===== config.mk =====
export PLATFORM = sky130hd
export DESIGN_NAME = mem_access_unit
export DESIGN_NICKNAME = d
export VERILOG_FILES = /design/src/rtl/mem_pkg.sv /design/src/rtl/load_extract.sv /design/src/rtl/mem_access_unit.sv
export SDC_FILE = /design/constraint.sdc
export NUM_CORES = 1
export LEC_CHECK = 0
export ABC_AREA = 1
export CAP_MARGIN = 20
export CORE_UTILIZATION = 56
export CTS_BUF_LIST = sky130_fd_sc_hd__clkbuf_2
export DETAILED_ROUTE_END_ITERATION = 7
export PLACE_DENSITY = 0.82
export SYNTH_ARGS = -nofsm -noshare
export SYNTH_HDL_FRONTEND = slang
export SYNTH_SLANG_ARGS = --single-unit

===== constraint.sdc =====
create_clock -name CLK -period 7.5 [get_ports CLK]
set_clock_uncertainty 0.1 [all_clocks]
set_input_delay 1.5 -clock CLK [delete_from_list [all_inputs] [get_ports CLK]]
set_output_delay 1.5 -clock CLK [all_outputs]
set_load 0.02 [all_outputs]

===== src/rtl/mem_pkg.sv =====
// Shared definitions for the memory access unit: store_size and funct3
// encodings, the access FSM states and the access-size byte mask.
package mem_pkg;

    localparam logic [1:0] SZ_BYTE = 2'b00;
    localparam logic [1:0] SZ_HALF = 2'b01;
    localparam logic [1:0] SZ_WORD = 2'b10;
    localparam logic [1:0] SZ_LOAD = 2'b11;

    localparam logic [2:0] F3_LB  = 3'b000;
    localparam logic [2:0] F3_LH  = 3'b001;
    localparam logic [2:0] F3_LW  = 3'b010;
    localparam logic [2:0] F3_LBU = 3'b100;
    localparam logic [2:0] F3_LHU = 3'b101;

    typedef enum logic [2:0] {
        IDLE,
        ACC0,
        ACC1,
        DONE,
        ERR
    } state_e;

    // Byte mask of an access of the given size, LSB-justified
    function automatic logic [3:0] size_mask(input logic [1:0] sz);
        case (sz)
            SZ_BYTE: size_mask = 4'b0001;
            SZ_HALF: size_mask = 4'b0011;
            default: size_mask = 4'b1111;
        endcase
    endfunction

endpackage


===== src/rtl/load_extract.sv =====
// Combinational load data extraction.
// Ports: data (64b {hi,lo} bus words), off (byte offset), size (access size),
//        is_unsigned (zero- rather than sign-extend), result (32b extended value).
module load_extract
    import mem_pkg::*;
(
    input  logic [63:0] data,
    input  logic [1:0]  off,
    input  logic [1:0]  size,
    input  logic        is_unsigned,
    output logic [31:0] result
);

    logic [63:0] shifted;

    always_comb begin
        shifted = data >> {off, 3'b000};
        case (size)
            SZ_BYTE: result = is_unsigned ? {24'd0, shifted[7:0]}
                                          : {{24{shifted[7]}}, shifted[7:0]};
            SZ_HALF: result = is_unsigned ? {16'd0, shifted[15:0]}
                                          : {{16{shifted[15]}}, shifted[15:0]};
            default: result = shifted[31:0];
        endcase
    end

endmodule


===== src/rtl/mem_access_unit.sv =====
// Memory access unit: turns a decoded load/store request into one or two
// word-wide, byte-enabled bus beats with a req/ack handshake, stalls the core
// until the access completes and returns the extended load data.
// Ports: CLK, RESET (sync, active-high); request mem_en/store_size/funct3/
//        addr/wdata; results rdata/stall/done/misalign_err; bus side
//        bus_req/bus_we/bus_addr/bus_wdata/bus_be out, bus_ack/bus_rdata in.
module mem_access_unit
    import mem_pkg::*;
#(
    parameter bit MISALIGN_EN = 1'b1
) (
    input  logic        CLK,
    input  logic        RESET,
    input  logic        mem_en,
    input  logic [1:0]  store_size,
    input  logic [2:0]  funct3,
    input  logic [31:0] addr,
    input  logic [31:0] wdata,
    output logic [31:0] rdata,
    output logic        stall,
    output logic        done,
    output logic        misalign_err,
    output logic        bus_req,
    output logic        bus_we,
    output logic [31:0] bus_addr,
    output logic [31:0] bus_wdata,
    output logic [3:0]  bus_be,
    input  logic        bus_ack,
    input  logic [31:0] bus_rdata
);

    state_e      state_q, state_d;
    logic [31:0] addr_q, addr_d;
    logic [31:0] wdata_q, wdata_d;
    logic [1:0]  size_q, size_d;
    logic        uns_q, uns_d;
    logic        split_q, split_d;
    logic [31:0] lo_q, lo_d;
    logic [31:0] rdata_q, rdata_d;
    logic        done_q, done_d;
    logic        err_q, err_d;
    logic        bus_req_q, bus_req_d;
    logic        bus_we_q, bus_we_d;
    logic [31:0] bus_addr_q, bus_addr_d;
    logic [31:0] bus_wdata_q, bus_wdata_d;
    logic [3:0]  bus_be_q, bus_be_d;

    // Request decode from the live inputs
    logic        in_store;
    logic [1:0]  in_size;
    logic        in_uns;
    logic [3:0]  in_bytes;
    logic        in_misaligned;

    always_comb begin
        in_store = (store_size != SZ_LOAD);
        in_uns   = (funct3 == F3_LBU) || (funct3 == F3_LHU);
        in_size  = store_size;
        if (!in_store) begin
            case (funct3)
                F3_LB, F3_LBU: in_size = SZ_BYTE;
                F3_LH, F3_LHU: in_size = SZ_HALF;
                F3_LW:         in_size = SZ_WORD;
                default:       in_size = SZ_WORD;
            endcase
        end
        case (in_size)
            SZ_BYTE: in_bytes = 4'd1;
            SZ_HALF: in_bytes = 4'd2;
            default: in_bytes = 4'd4;
        endcase
        in_misaligned = (4'({2'b00, addr[1:0]}) + in_bytes) > 4'd4;
    end

    // Lane placement: live inputs when launching from IDLE, latched fields after
    logic [31:0] src_addr;
    logic [31:0] src_wdata;
    logic [1:0]  src_size;
    logic [1:0]  src_off;
    logic [7:0]  be_full;
    logic [31:0] word0;
    logic [31:0] wd0;
    logic [31:0] wd1;

    always_comb begin
        src_addr  = (state_q == IDLE) ? addr  : addr_q;
        src_wdata = (state_q == IDLE) ? wdata : wdata_q;
        src_size  = (state_q == IDLE) ? in_size : size_q;
        src_off   = src_addr[1:0];
        be_full   = 8'({4'b0000, size_mask(src_size)} << src_off);
        word0     = {src_addr[31:2], 2'b00};
        wd0       = src_wdata << {src_off, 3'b000};
        // Bytes that spilled past the first word; off=0 never splits
        wd1       = src_wdata >> (6'd32 - {1'b0, src_off, 3'b000});
    end

    // Second beat supplies the high word; single beats use the live word as lo
    logic [31:0] ext_hi;
    logic [31:0] ext_lo;
    logic [31:0] ext_result;

    assign ext_hi = (state_q == ACC1) ? bus_rdata : 32'd0;
    assign ext_lo = (state_q == ACC1) ? lo_q : bus_rdata;

    load_extract u_load_extract (
        .data        ({ext_hi, ext_lo}),
        .off         (addr_q[1:0]),
        .size        (size_q),
        .is_unsigned (uns_q),
        .result      (ext_result)
    );

    // Next-state and registered-output logic
    always_comb begin
        state_d     = state_q;
        addr_d      = addr_q;
        wdata_d     = wdata_q;
        size_d      = size_q;
        uns_d       = uns_q;
        split_d     = split_q;
        lo_d        = lo_q;
        rdata_d     = rdata_q;
        done_d      = 1'b0;
        err_d       = 1'b0;
        bus_req_d   = bus_req_q;
        bus_we_d    = bus_we_q;
        bus_addr_d  = bus_addr_q;
        bus_wdata_d = bus_wdata_q;
        bus_be_d    = bus_be_q;

        case (state_q)
            IDLE: begin
                if (mem_en) begin
                    addr_d  = addr;
                    wdata_d = wdata;
                    size_d  = in_size;
                    uns_d   = in_uns;
                    split_d = in_misaligned;
                    if (in_misaligned && !MISALIGN_EN) begin
                        state_d = ERR;
                        err_d   = 1'b1;
                    end else begin
                        state_d     = ACC0;
                        bus_req_d   = 1'b1;
                        bus_we_d    = in_store;
                        bus_addr_d  = word0;
                        bus_be_d    = be_full[3:0];
                        bus_wdata_d = wd0;
                    end
                end
            end
            ACC0: begin
                if (bus_ack) begin
                    lo_d = bus_rdata;
                    if (split_q) begin
                        state_d     = ACC1;
                        bus_addr_d  = word0 + 32'd4;
                        bus_be_d    = be_full[7:4];
                        bus_wdata_d = wd1;
                    end else begin
                        state_d   = DONE;
                        done_d    = 1'b1;
                        bus_req_d = 1'b0;
                        if (!bus_we_q) rdata_d = ext_result;
                    end
                end
            end
            ACC1: begin
                if (bus_ack) begin
                    state_d   = DONE;
                    done_d    = 1'b1;
                    bus_req_d = 1'b0;
                    if (!bus_we_q) rdata_d = ext_result;
                end
            end
            default: state_d = IDLE;
        endcase
    end

    // State and output registers
    always_ff @(posedge CLK) begin
        if (RESET) begin
            state_q     <= IDLE;
            addr_q      <= 32'd0;
            wdata_q     <= 32'd0;
            size_q      <= SZ_BYTE;
            uns_q       <= 1'b0;
            split_q     <= 1'b0;
            lo_q        <= 32'd0;
            rdata_q     <= 32'd0;
            done_q      <= 1'b0;
            err_q       <= 1'b0;
            bus_req_q   <= 1'b0;
            bus_we_q    <= 1'b0;
            bus_addr_q  <= 32'd0;
            bus_wdata_q <= 32'd0;
            bus_be_q    <= 4'd0;
        end else begin
            state_q     <= state_d;
            addr_q      <= addr_d;
            wdata_q     <= wdata_d;
            size_q      <= size_d;
            uns_q       <= uns_d;
            split_q     <= split_d;
            lo_q        <= lo_d;
            rdata_q     <= rdata_d;
            done_q      <= done_d;
            err_q       <= err_d;
            bus_req_q   <= bus_req_d;
            bus_we_q    <= bus_we_d;
            bus_addr_q  <= bus_addr_d;
            bus_wdata_q <= bus_wdata_d;
            bus_be_q    <= bus_be_d;
        end
    end

    assign stall        = mem_en && (state_q != DONE) && (state_q != ERR);
    assign rdata        = rdata_q;
    assign done         = done_q;
    assign misalign_err = err_q;
    assign bus_req      = bus_req_q;
    assign bus_we       = bus_we_q;
    assign bus_addr     = bus_addr_q;
    assign bus_wdata    = bus_wdata_q;
    assign bus_be       = bus_be_q;

endmodule

* Yosys cells after proc, flatten, opt, wreduce, memory -nomap -nowiden
Cells that the tools add are included.
Word-level totals: register bits after elaboration 206, input port bits 105
Cells by class: shift-type cells 4, magnitude comparators 1, equality and inequality tests 16, reduce and logical (&&, ||, !) cells 19, $add $sub $neg 3, mux-type cells 43
Operators by type and width (number):
- $mux 32 | 16
- $pmux 32 s2 | 4
- $shr 64x5->32 | 1
- $add 32x3->32 const B | 1
- $shl 32x5->32 | 1
- $shr 32x6->32 | 1
- $pmux 4 s2 | 2
- $mux 4 | 3
- $ne 2x2->1 const B | 6
- $mux 3 | 3
- $pmux 3 s3 | 1
- $mux 1 | 8
- $reduce_and 4->1 | 2
- $shl 4x2->8 | 1
- $eq 2x1->1 const B | 3
- $eq 3x1->1 const B | 2
- $eq 3x3->1 const B | 2
- $logic_not 2->1 | 3
- $logic_not 3->1 | 2
- $pmux 3 s2 | 1
- $sub 6x5->6 const A | 1
- $reduce_and 5->1 | 1
- $add 2x4->4 | 1
- $gt 4x3->1 const B | 1
- 14 further kinds | 19

* Longest topological paths before layout
Gate-level depths: netlist of the first run.
depth in word-level cells 11, gate-level depth with buffers 19, gate-level depth less buffers 16

* By module
From an unflattened synthesis of the first run, not the netlist that was laid out.
Second synthesis, totals: cell total of the unflattened synthesis 1877, area total of the unflattened synthesis 11876.4 um^2
Modules (own cells, without submodules):
- mem_access_unit | times used 1, cells an instance 1637, sequential area each 4063.9 um^2, area an instance 10739.0 um^2
- load_extract | times used 1, cells an instance 240, sequential area each 0.0 um^2, area an instance 1137.3 um^2

* Least setup slack after synthesis of the first run
OpenSTA, ideal clock, no wires.
path type input-to-output, from input mem_en, to output stall, buffers on the path 0, data arrival time 1.811 ns, stages on the path 2, path slack 4.089 ns, path through inv_1 nor2_1
On the way: longest elaborated chain between the ends 2
Ends and longest elaborated chain:
- start: declaration | RTL line mem_access_unit.sv:14 | input logic mem_en,
- $logic_and 1x1->1 (2 in a row) | RTL line mem_access_unit.sv:217 | assign stall = mem_en && (state_q != DONE) && (state_q != ERR);
- end: declaration | RTL line mem_access_unit.sv:20 | output logic stall,
No other way between the ends.

* Final worst setup path of the first run
Same ends and word-level chain as after synthesis.

==> impl_metrics.ini, run 1 <==
[floorplanning]
num_rows = 52
ioPinCount = 210
start_util = 0.574
coreArea_sq_um = 20300
die_h_um = 146
die_area_sq_um = 21400
die_w_um = 146

[place]
dp_hpwl_um = 25800
dp_slack_ns = 2.74
io_buffers = 206
gp_congestion = 0.936

[synth]
syn_area_sq_um = 11700
seq_area_frac_synth = 0.349
synth_edf_count = 0
synth.area.top_cells = dfxtp_1, nand2_1, o21ai_0
synth_flop_cell = dfxtp_1
synth_most_common_cell = nand2_1
yosys_warnings = 0
syn_avg_cell_area_sq_um = 6.36
synth_cell_types = 42
yosys.area.top_type_share = 0.349
synthSimpleGateAreaFrac = 0.289
synth-compound-area-share = 0.228
synth-async-reset-ratio = 0
synth_top_family_by_area = simple AND/OR/NAND/NOR gates
yosysTopAreaCell = dfxtp_1
synth_adder_area_share = 0.0114
synth-xor-area-share = 0.00902
netlist_top_cells_count = nand2_1, o21ai_0, nor2_1
synth_mux_area_frac = 0.00258
syn_inst = 1832
ys_seq_elements = 203

[sta]
rsz0062_at_grt = false
max_freq_mhz = 216
period_share = 0.616
finalHoldViolations = 0
tns_ns = 0
period_minus_slack_ns = 4.62
slew_headroom = 0.307
setup_slack_ns = 2.88
drv_slew = 0
setup_violations = 0
worst_pin_slew_ns = 1.04

[clock_tree]
worstSkewPairLatency_ns = 0.87
tritoncts = yes
postCtsSetupBuffers = 0
cts-resized-gates = 0
htreeDepth = 2
ctsHoldBuffers = 0
path_clk_slew_ns = 0.09
cts_made_buffers = 54
ctsLongestPathBuffers = 3
clock-sinks = 203
cts_root_buffer = clkbuf_2

[power]
p_per_area_nw_per_um2 = 445
p_leak_nw = 6.11
irDropWorstVdd_mv = 0.251
power.total_w = 0.00626

[grt]
grt_util_all_layers = 0.346
grt_first_pass_wirelength_um = 59800
grt_antenna_before_repair = 1
grt_pass1_vias = 12164
grt_max_degree = 100
grt_overflow_total = 0

[run]
cap_viol_max_count = 0

[outcome]
status = complete, no violations

[hold_path]
holdPathStages = 2
holdCritPathClass = reg2reg

[worst_setup_path]
slowest_stage = clkdlybuf4s50_1
cpPeakStageDelay_ns = 0.65
cp.required_ns = 5.90
crit_path_max_fanout = 2
path_cells = clkdlybuf4s50_1, inv_1, nor2_1, clkdlybuf4s50_1
end_kind = primary output
cp_data_arrival_time_ns = 3.02
critPathLaunchType = primary input
r2r_cells = 17
worstSetupPathType = in2out
crit_top_cell = clkdlybuf4s50_1

[routing]
via_per_inst = 5.58
routedWlPerCell_um = 16.1
ant_nets = 0
vias = 12795
post-route-drc-count = 0
drt_pass1_iterations = 5
drt-total-wl_um = 36900
drtIter0Drc = 879

[cells_and_area]
area_delta_synth_final_pct = 20.7
drive_above_1_share = 0.0782
nNetsFinal = 2096
fill_cells = 1912
## where the power goes
part	internal, W	leakage, nW	total, W	switching [W]
registers	0.00145	1.67	0.00167	0.000218
clock network	0.000374	0.404	0.000843	0.000470
logic	0.00127	4.04	0.00374	0.00247
## per-layer routing
layer / track usage / part of all wire / up-vias
li1: - / - / 6307
met5: 0 / 0 / -
met4: 0.214 / 0.055 / 0
met2: 0.565 / 0.47 / 532
met1: 0.429 / 0.41 / 5844
met3: 0.0522 / 0.068 / 112
## flip-flops by register name, summed over array words and instances (netlist names)
| name | count |
|---|---|
| addr_q | 32 |
| bus_addr | 30 |
| bus_be | 4 |
| bus_req | 1 |
| bus_wdata | 32 |
| bus_we | 1 |
| done | 1 |
| lo_q | 32 |
| rdata | 32 |
| size_q | 2 |
| split_q | 1 |
| state_q | 2 |
| uns_q | 1 |
| wdata_q | 32 |
## through the flow
| stage | std cells | hold slack (ns) | area (sq um) | util |
|---|---|---|---|---|
| 4_1_cts | 2290 | 0.359 | 14100 | 0.693 |
| 3_5_place_dp | 2195 | 0.346 | 13500 | 0.667 |
| 2_1_floorplan | 1834 | 0.324 | 11700 | - |
| 5_1_grt | 2291 | 0.384 | 14100 | 0.693 |
| 3_3_place_gp | 2195 | 0.334 | 13500 | 0.667 |
| 6_report | 2291 | 0.360 | 14100 | 0.693 |
## cell type report
type,count,area [sq um],share of cell area
Clock inverter,6,75.1,0.00534
Timing Repair Buffer,218,2150,0.153
Tap cell,270,338,0.0240
Multi-Input combinational cell,1325,6320,0.449
Clock buffer,89,445,0.0317
Sequential cell,203,4060,0.289
Antenna cell,1,2.50,0.000178
Inverter,179,674,0.0479
## worst max-delay path: cells and delay by family
| family | cells | cell delay [ns] |
|---|---|---|
| buffers and inverters | 3 | 1.34 |
| and+or+nand+nor | 1 | 0.18 |
## cells by family (layout without fill, tap and decap cells)
kind of cell	Yosys count	in the layout
adders and majority gates	10	10
muxes	3	3
buffers and inverters	306	492
AOI/OAI and AO/OA	489	489
other	1	4
and+or+nand+nor	808	808
DFF	203	203
xor gates and xnor gates	12	12
## layout by cell type (no fill, tap or decap), types with 13 or more instances in the layout
cell type,netlist,layout
nand2_1,418,417
o21ai_0,238,238
nor2_1,217,217
clkdlybuf4s50_1,0,205
dfxtp_1,203,203
inv_1,171,170
a21oi_1,147,147
nand3_1,114,114
clkbuf_2,1,89
a211oi_1,34,34
o211ai_1,25,25
a31oi_1,17,17
o21ai_1,16,16
nand2_2,13,13
## path summary, 6_finish.rpt
path                    from      endpoint  slack, ns
setup / recovery      mem_en         stall       2.88
hold / removal    addr_q[11]    addr_q[11]       0.36
setup reg to reg  state_q[0]  bus_addr[30]       3.38
hold reg to reg   addr_q[11]    addr_q[11]       0.36
Note: power is estimated with default switching activity, not from simulation.
==> run 2: changes to the inputs <==
--- a/config.mk
+++ b/config.mk
@@ -7,10 +7,10 @@
 export LEC_CHECK = 0
 export ABC_AREA = 1
 export CAP_MARGIN = 20
-export CORE_UTILIZATION = 56
+export CORE_UTILIZATION = 55
 export CTS_BUF_LIST = sky130_fd_sc_hd__clkbuf_2
 export DETAILED_ROUTE_END_ITERATION = 7
-export PLACE_DENSITY = 0.82
+export PLACE_DENSITY = 0.81
 export SYNTH_ARGS = -nofsm -noshare
 export SYNTH_HDL_FRONTEND = slang
 export SYNTH_SLANG_ARGS = --single-unit
==> constraint.sdc (replaced) <==
create_clock -name CLK -period 4.7 [get_ports CLK]
set_clock_uncertainty 0.1 [all_clocks]
set_input_delay 0.94 -clock CLK [delete_from_list [all_inputs] [get_ports CLK]]
set_output_delay 0.94 -clock CLK [all_outputs]
set_load 0.02 [all_outputs]
==> run 2 against run 1 <==
  * Critical path depth grew 9
  * Flip-flop and latch count is the same
  * Via count shrank 0.44%
  * Sequential share of layout area is essentially flat
  * Core utilization shrank 0.60 points
  * Clock power grew 44%
  * Wire length shrank 0.72%
  * Final cell count grew 0.31%
  * Die area grew 1.8%
  * Power grew 58%
  * Worst hold slack lost 0.0074 ns
==> impl_metrics.ini, run 2 (synthesis gave the netlist of run 1 again) <==
[floorplanning]
die_w_um = 148
ioPinCount = 210
die_h_um = 148
num_rows = 52
die_area_sq_um = 21800
coreArea_sq_um = 20500
start_util = 0.568

[sta]
finalHoldViolations = 0
rsz0062_at_grt = false
period_minus_slack_ns = 3.68
worst_pin_slew_ns = 1.02
setup_violations = 0
period_share = 0.782
drv_slew = 0
max_freq_mhz = 272
tns_ns = 0
slew_headroom = 0.322

[power]
p_leak_nw = 6.11
p_per_area_nw_per_um2 = 700
irDropWorstVdd_mv = 0.379

[place]
dp_hpwl_um = 25600
io_buffers = 206
dpl.cell_count = 2200
gp_congestion = 0.987

[cells_and_area]
nNetsFinal = 2104
drive_above_1_share = 0.0770
area_delta_synth_final_pct = 20.9
final_cells = 2298
mostFrequentLayoutCell = nand2_1
final_cell_mix = nand2_1, o21ai_0, nor2_1, clkdlybuf4s50_1, dfxtp_1

[worst_setup_path]
critPathLaunchType = flip-flop
cp_data_arrival_time_ns = 4.34
crit_path_max_fanout = 70
crit_start = state_q[1]
r2r_cells = 13
timing.rr.start = state_q[1]
cp.required_ns = 5.37
worstSetupPathType = reg2reg
end_kind = flip-flop

[clock_tree]
tritoncts = yes
path_clk_slew_ns = 0.09
cts-resized-gates = 0
cts_root_buffer = clkbuf_2
cts_made_buffers = 56
clock-sinks = 203
postCtsSetupBuffers = 0
htreeDepth = 2
ctsHoldBuffers = 0
ctsLongestPathBuffers = 3
worstSkewPairLatency_ns = 0.85

[routing]
drt-total-wl_um = 36600
routedWlPerCell_um = 15.9
post-route-drc-count = 0
drt_pass1_iterations = 5
drtIter0Drc = 934
ant_nets = 0
via_per_inst = 5.54
vias = 12739

[grt]
grt_pass1_vias = 11570
grt_antenna_before_repair = 2
grt_max_degree = 91
grt_overflow_total = 0
grt_first_pass_wirelength_um = 58000
grt_util_all_layers = 0.331

[hold_path]
holdPathStages = 2
worstHoldStart = addr_q[12]
holdCritPathClass = reg2reg

[outcome]
status = complete, no violations

[run]
cap_viol_max_count = 0
## run 2: cell count changes in the layout (fill, tap and decap cells not counted), sizes merged
cell | previous run | this run
diode | 1 | 2
buf | 13 | 19
clkinv | 5 | 14
clkbuf | 89 | 82
bufinv | 2 | 0
## run 2: per-layer routing
layer | track usage | wire [um]
met5 | 0 | 0
met4 | 0.170 | 1690
met3 | 0.0537 | 2750
met2 | 0.546 | 17300
met1 | 0.416 | 14900
## run 2: final cells by class
class	instances	area (sq um)
inverters	179	674
fillers	1907	6410
repair buffers	224	2220
diodes	2	5.00
clock buffers	82	410
clock inverters	13	50.0
multi-input cells	1325	6320
flip-flops and latches	203	4060
well taps	270	338
## run 2: power breakdown
group	internal, W	switching, W	total [W]
clock	0.000459	0.000753	0.00121
sequential	0.00232	0.000336	0.00266
combinational	0.00206	0.00394	0.00599
total	0.00484	0.00503	0.00986
## run 2: per-stage QoR
stage / instance area [sq um] / hold WS [ns] / utilization / setup WS, ns / power, W
2_1_floorplan: 11700 / 0.324 / - / 1.97 / 0.00679
3_3_place_gp: 13600 / 0.332 / 0.663 / 1.03 / 0.00850
3_5_place_dp: 13600 / 0.337 / 0.663 / 0.831 / 0.00859
4_1_cts: 14100 / 0.352 / 0.686 / 1.06 / 0.00982
5_1_grt: 14100 / 0.374 / 0.687 / 0.719 / 0.0107
6_report: 14100 / 0.353 / 0.687 / 1.02 / 0.00986
## run 2: worst paths after layout
kind	endpoint	slack, ns
setup / recovery	bus_wdata[1]	1.02
hold / removal	addr_q[12]	0.35
setup reg to reg	bus_wdata[1]	1.02
hold reg to reg	addr_q[12]	0.35
## run 2: worst max-delay path: stages, from the launching register on
cell,delay [ns]
dfxtp_1,0.36
inv_1,0.14
ha_4,0.69
nand2_1,0.10
o21ai_0,0.26
inv_2,0.23
ha_1,0.29
nor2_4,0.23
inv_1,0.13
nor2_4,0.31
inv_1,0.23
o21ai_1,0.22
o211ai_1,0.16
a31oi_1,0.15
==> run 3: changes to the inputs <==
==> constraint.sdc (replaced) <==
create_clock -name CLK -period 3.7 [get_ports CLK]
set_clock_uncertainty 0.1 [all_clocks]
set_input_delay 0.74 -clock CLK [delete_from_list [all_inputs] [get_ports CLK]]
set_output_delay 0.74 -clock CLK [all_outputs]
set_load 0.02 [all_outputs]
==> run 3 against run 2 <==
  * Sequential share of layout area shrank 0.21 points
  * Combinational power grew 29%
  * Sequential power grew 27%
  * Final cell count grew 0.35%
  * Non-clock buffer count grew 12
  * Via count grew 0.41%
  * First-iteration DRC count shrank 16%
==> impl_metrics.ini, run 3 (synthesis gave the netlist of run 1 again) <==
[clock_tree]
cts_made_buffers = 53
tritoncts = yes
htreeDepth = 2
postCtsSetupBuffers = 0
ctsLongestPathBuffers = 3
path_clk_slew_ns = 0.10
cts_root_buffer = clkbuf_2
cts-resized-gates = 0
clock-sinks = 203
ctsHoldBuffers = 0
worstSkewPairLatency_ns = 0.82

[power]
switching_share = 0.505
power.internal_w = 0.00628
p_switching_w = 0.00640
p_leak_nw = 6.18
p_comb_frac = 0.608
irDropWorstVdd_mv = 0.561
p_clk_frac = 0.126
p_per_area_nw_per_um2 = 894
power_frac_seq = 0.266

[cells_and_area]
nNetsFinal = 2113
fill_cells = 1851
drive_above_1_share = 0.0835
stdcell_area_sq_um = 14200
final_cell_mix = nand2_1, o21ai_0, nor2_1, clkdlybuf4s50_1, dfxtp_1
multi_input_area_sq_um = 6320
area_delta_synth_final_pct = 21.7
seqCellArea_sq_um = 4060
mostFrequentLayoutCell = nand2_1

[floorplanning]
die_h_um = 148
ioPinCount = 210
num_rows = 52
coreArea_sq_um = 20500
start_util = 0.568
die_w_um = 148
die_area_sq_um = 21800

[routing]
post-route-drc-count = 0
drt-total-wl_um = 36500
via_per_inst = 5.55
vias = 12791
routedWlPerCell_um = 15.8
drtIter0Drc = 786
ant_nets = 0
drt_pass1_iterations = 5

[grt]
grt_antenna_before_repair = 2
grt_overflow_total = 0
grt_max_degree = 114
grt_util_all_layers = 0.332
grt_first_pass_wirelength_um = 58200
grt_pass1_vias = 11729

[place]
place_area_sq_um = 13700
gp_congestion = 0.940
dp_hpwl_um = 25500
io_buffers = 206

[sta]
setup_violations = 0
worst_pin_slew_ns = 1.01
rsz0062_at_grt = false
max_freq_mhz = 317
finalHoldViolations = 0
slew_headroom = 0.328
holdWs_ns = 0.334
period_share = 0.853
period_minus_slack_ns = 3.16
drv_slew = 0
tns_ns = 0

[worst_setup_path]
crit_path_max_fanout = 40
cp_data_arrival_time_ns = 3.75
worstSetupPathType = reg2reg
end_kind = flip-flop
path_cells = inv_1, ha_4, inv_4, nand2_2, nand2_1, inv_1, ha_1, nand2_1, a21oi_1, nand3_4, nor2_4, nand3_1, nand2_1, nand3_1, nand2_1, inv_1
cp.required_ns = 4.29
slowest_stage = ha_4
critPathLaunchType = flip-flop
cpPeakStageDelay_ns = 0.42
crit_top_cell = nand2_1

[hold_path]
holdCritPathClass = in2reg

[run]
cap_viol_max_count = 0

[outcome]
status = complete, no violations
run 3: cell types whose count changed in the layout (fill, tap and decap cells not counted), sizes merged:
cell / delta
buf: +12
bufinv: +1
clkbuf: -1
clkinv: -3
diode: -1
run 3: path summary, 6_finish.rpt:
kind / from / to / slack [ns] / depth (start not counted)
worst min-delay path: RESET / bus_wdata[8] / 0.33 / 5
worst min register to register: addr_q[18] / addr_q[18] / 0.36 / 2
worst max register to register: state_q[1] / bus_addr[24] / 0.54 / 16
worst max-delay path: state_q[1] / bus_addr[24] / 0.54 / 16
run 3: per-layer routing:
metal	GRT usage	wire [um]	vias to the layer above	share of wire
met1	0.419	15400	5843	0.42
met3	0.0522	2400	101	0.066
li1	-	-	6346	-
met5	0	13	-	0.00036
met4	0.169	1660	2	0.046
met2	0.551	17100	499	0.47
run 3: final cells by class:
cell class,instances,share of cell area
inverter,179,0.0475
clock inverter,11,0.00503
timing repair buffer,236,0.163
multi-input combinational,1325,0.446
tap,270,0.0238
sequential,203,0.286
clock buffer,81,0.0286
antenna,1,0.000176
run 3: power by group through the flow:
stage	sequential, W	clock, W	combinational, W
final	0.00337	0.00160	0.00771
after global routing	0.00345	0.00174	0.00848
after CTS	0.00337	0.00162	0.00764
after detailed placement	0.00341	0	0.00760
after global placement	0.00340	0	0.00749
after floorplan	0.00390	0	0.00473
run 3: critical path: cells and delay by family (launching register included):
family / cells / cell delay, ns
fa+ha+maj: 2 / 0.58
flops: 1 / 0.37
buf+inv: 4 / 0.52
compound gates: 1 / 0.27
simple gates: 9 / 1.20
run 3: metrics by stage:
step	instances	setup slack [ns]	utilization	power, W
after floorplan	1834	0.970	-	0.00863
after global placement	2213	0.467	0.669	0.0109
after detailed placement	2213	0.360	0.669	0.0110
after CTS	2305	0.558	0.692	0.0126
after global routing	2306	0.249	0.692	0.0137
final	2306	0.543	0.692	0.0127
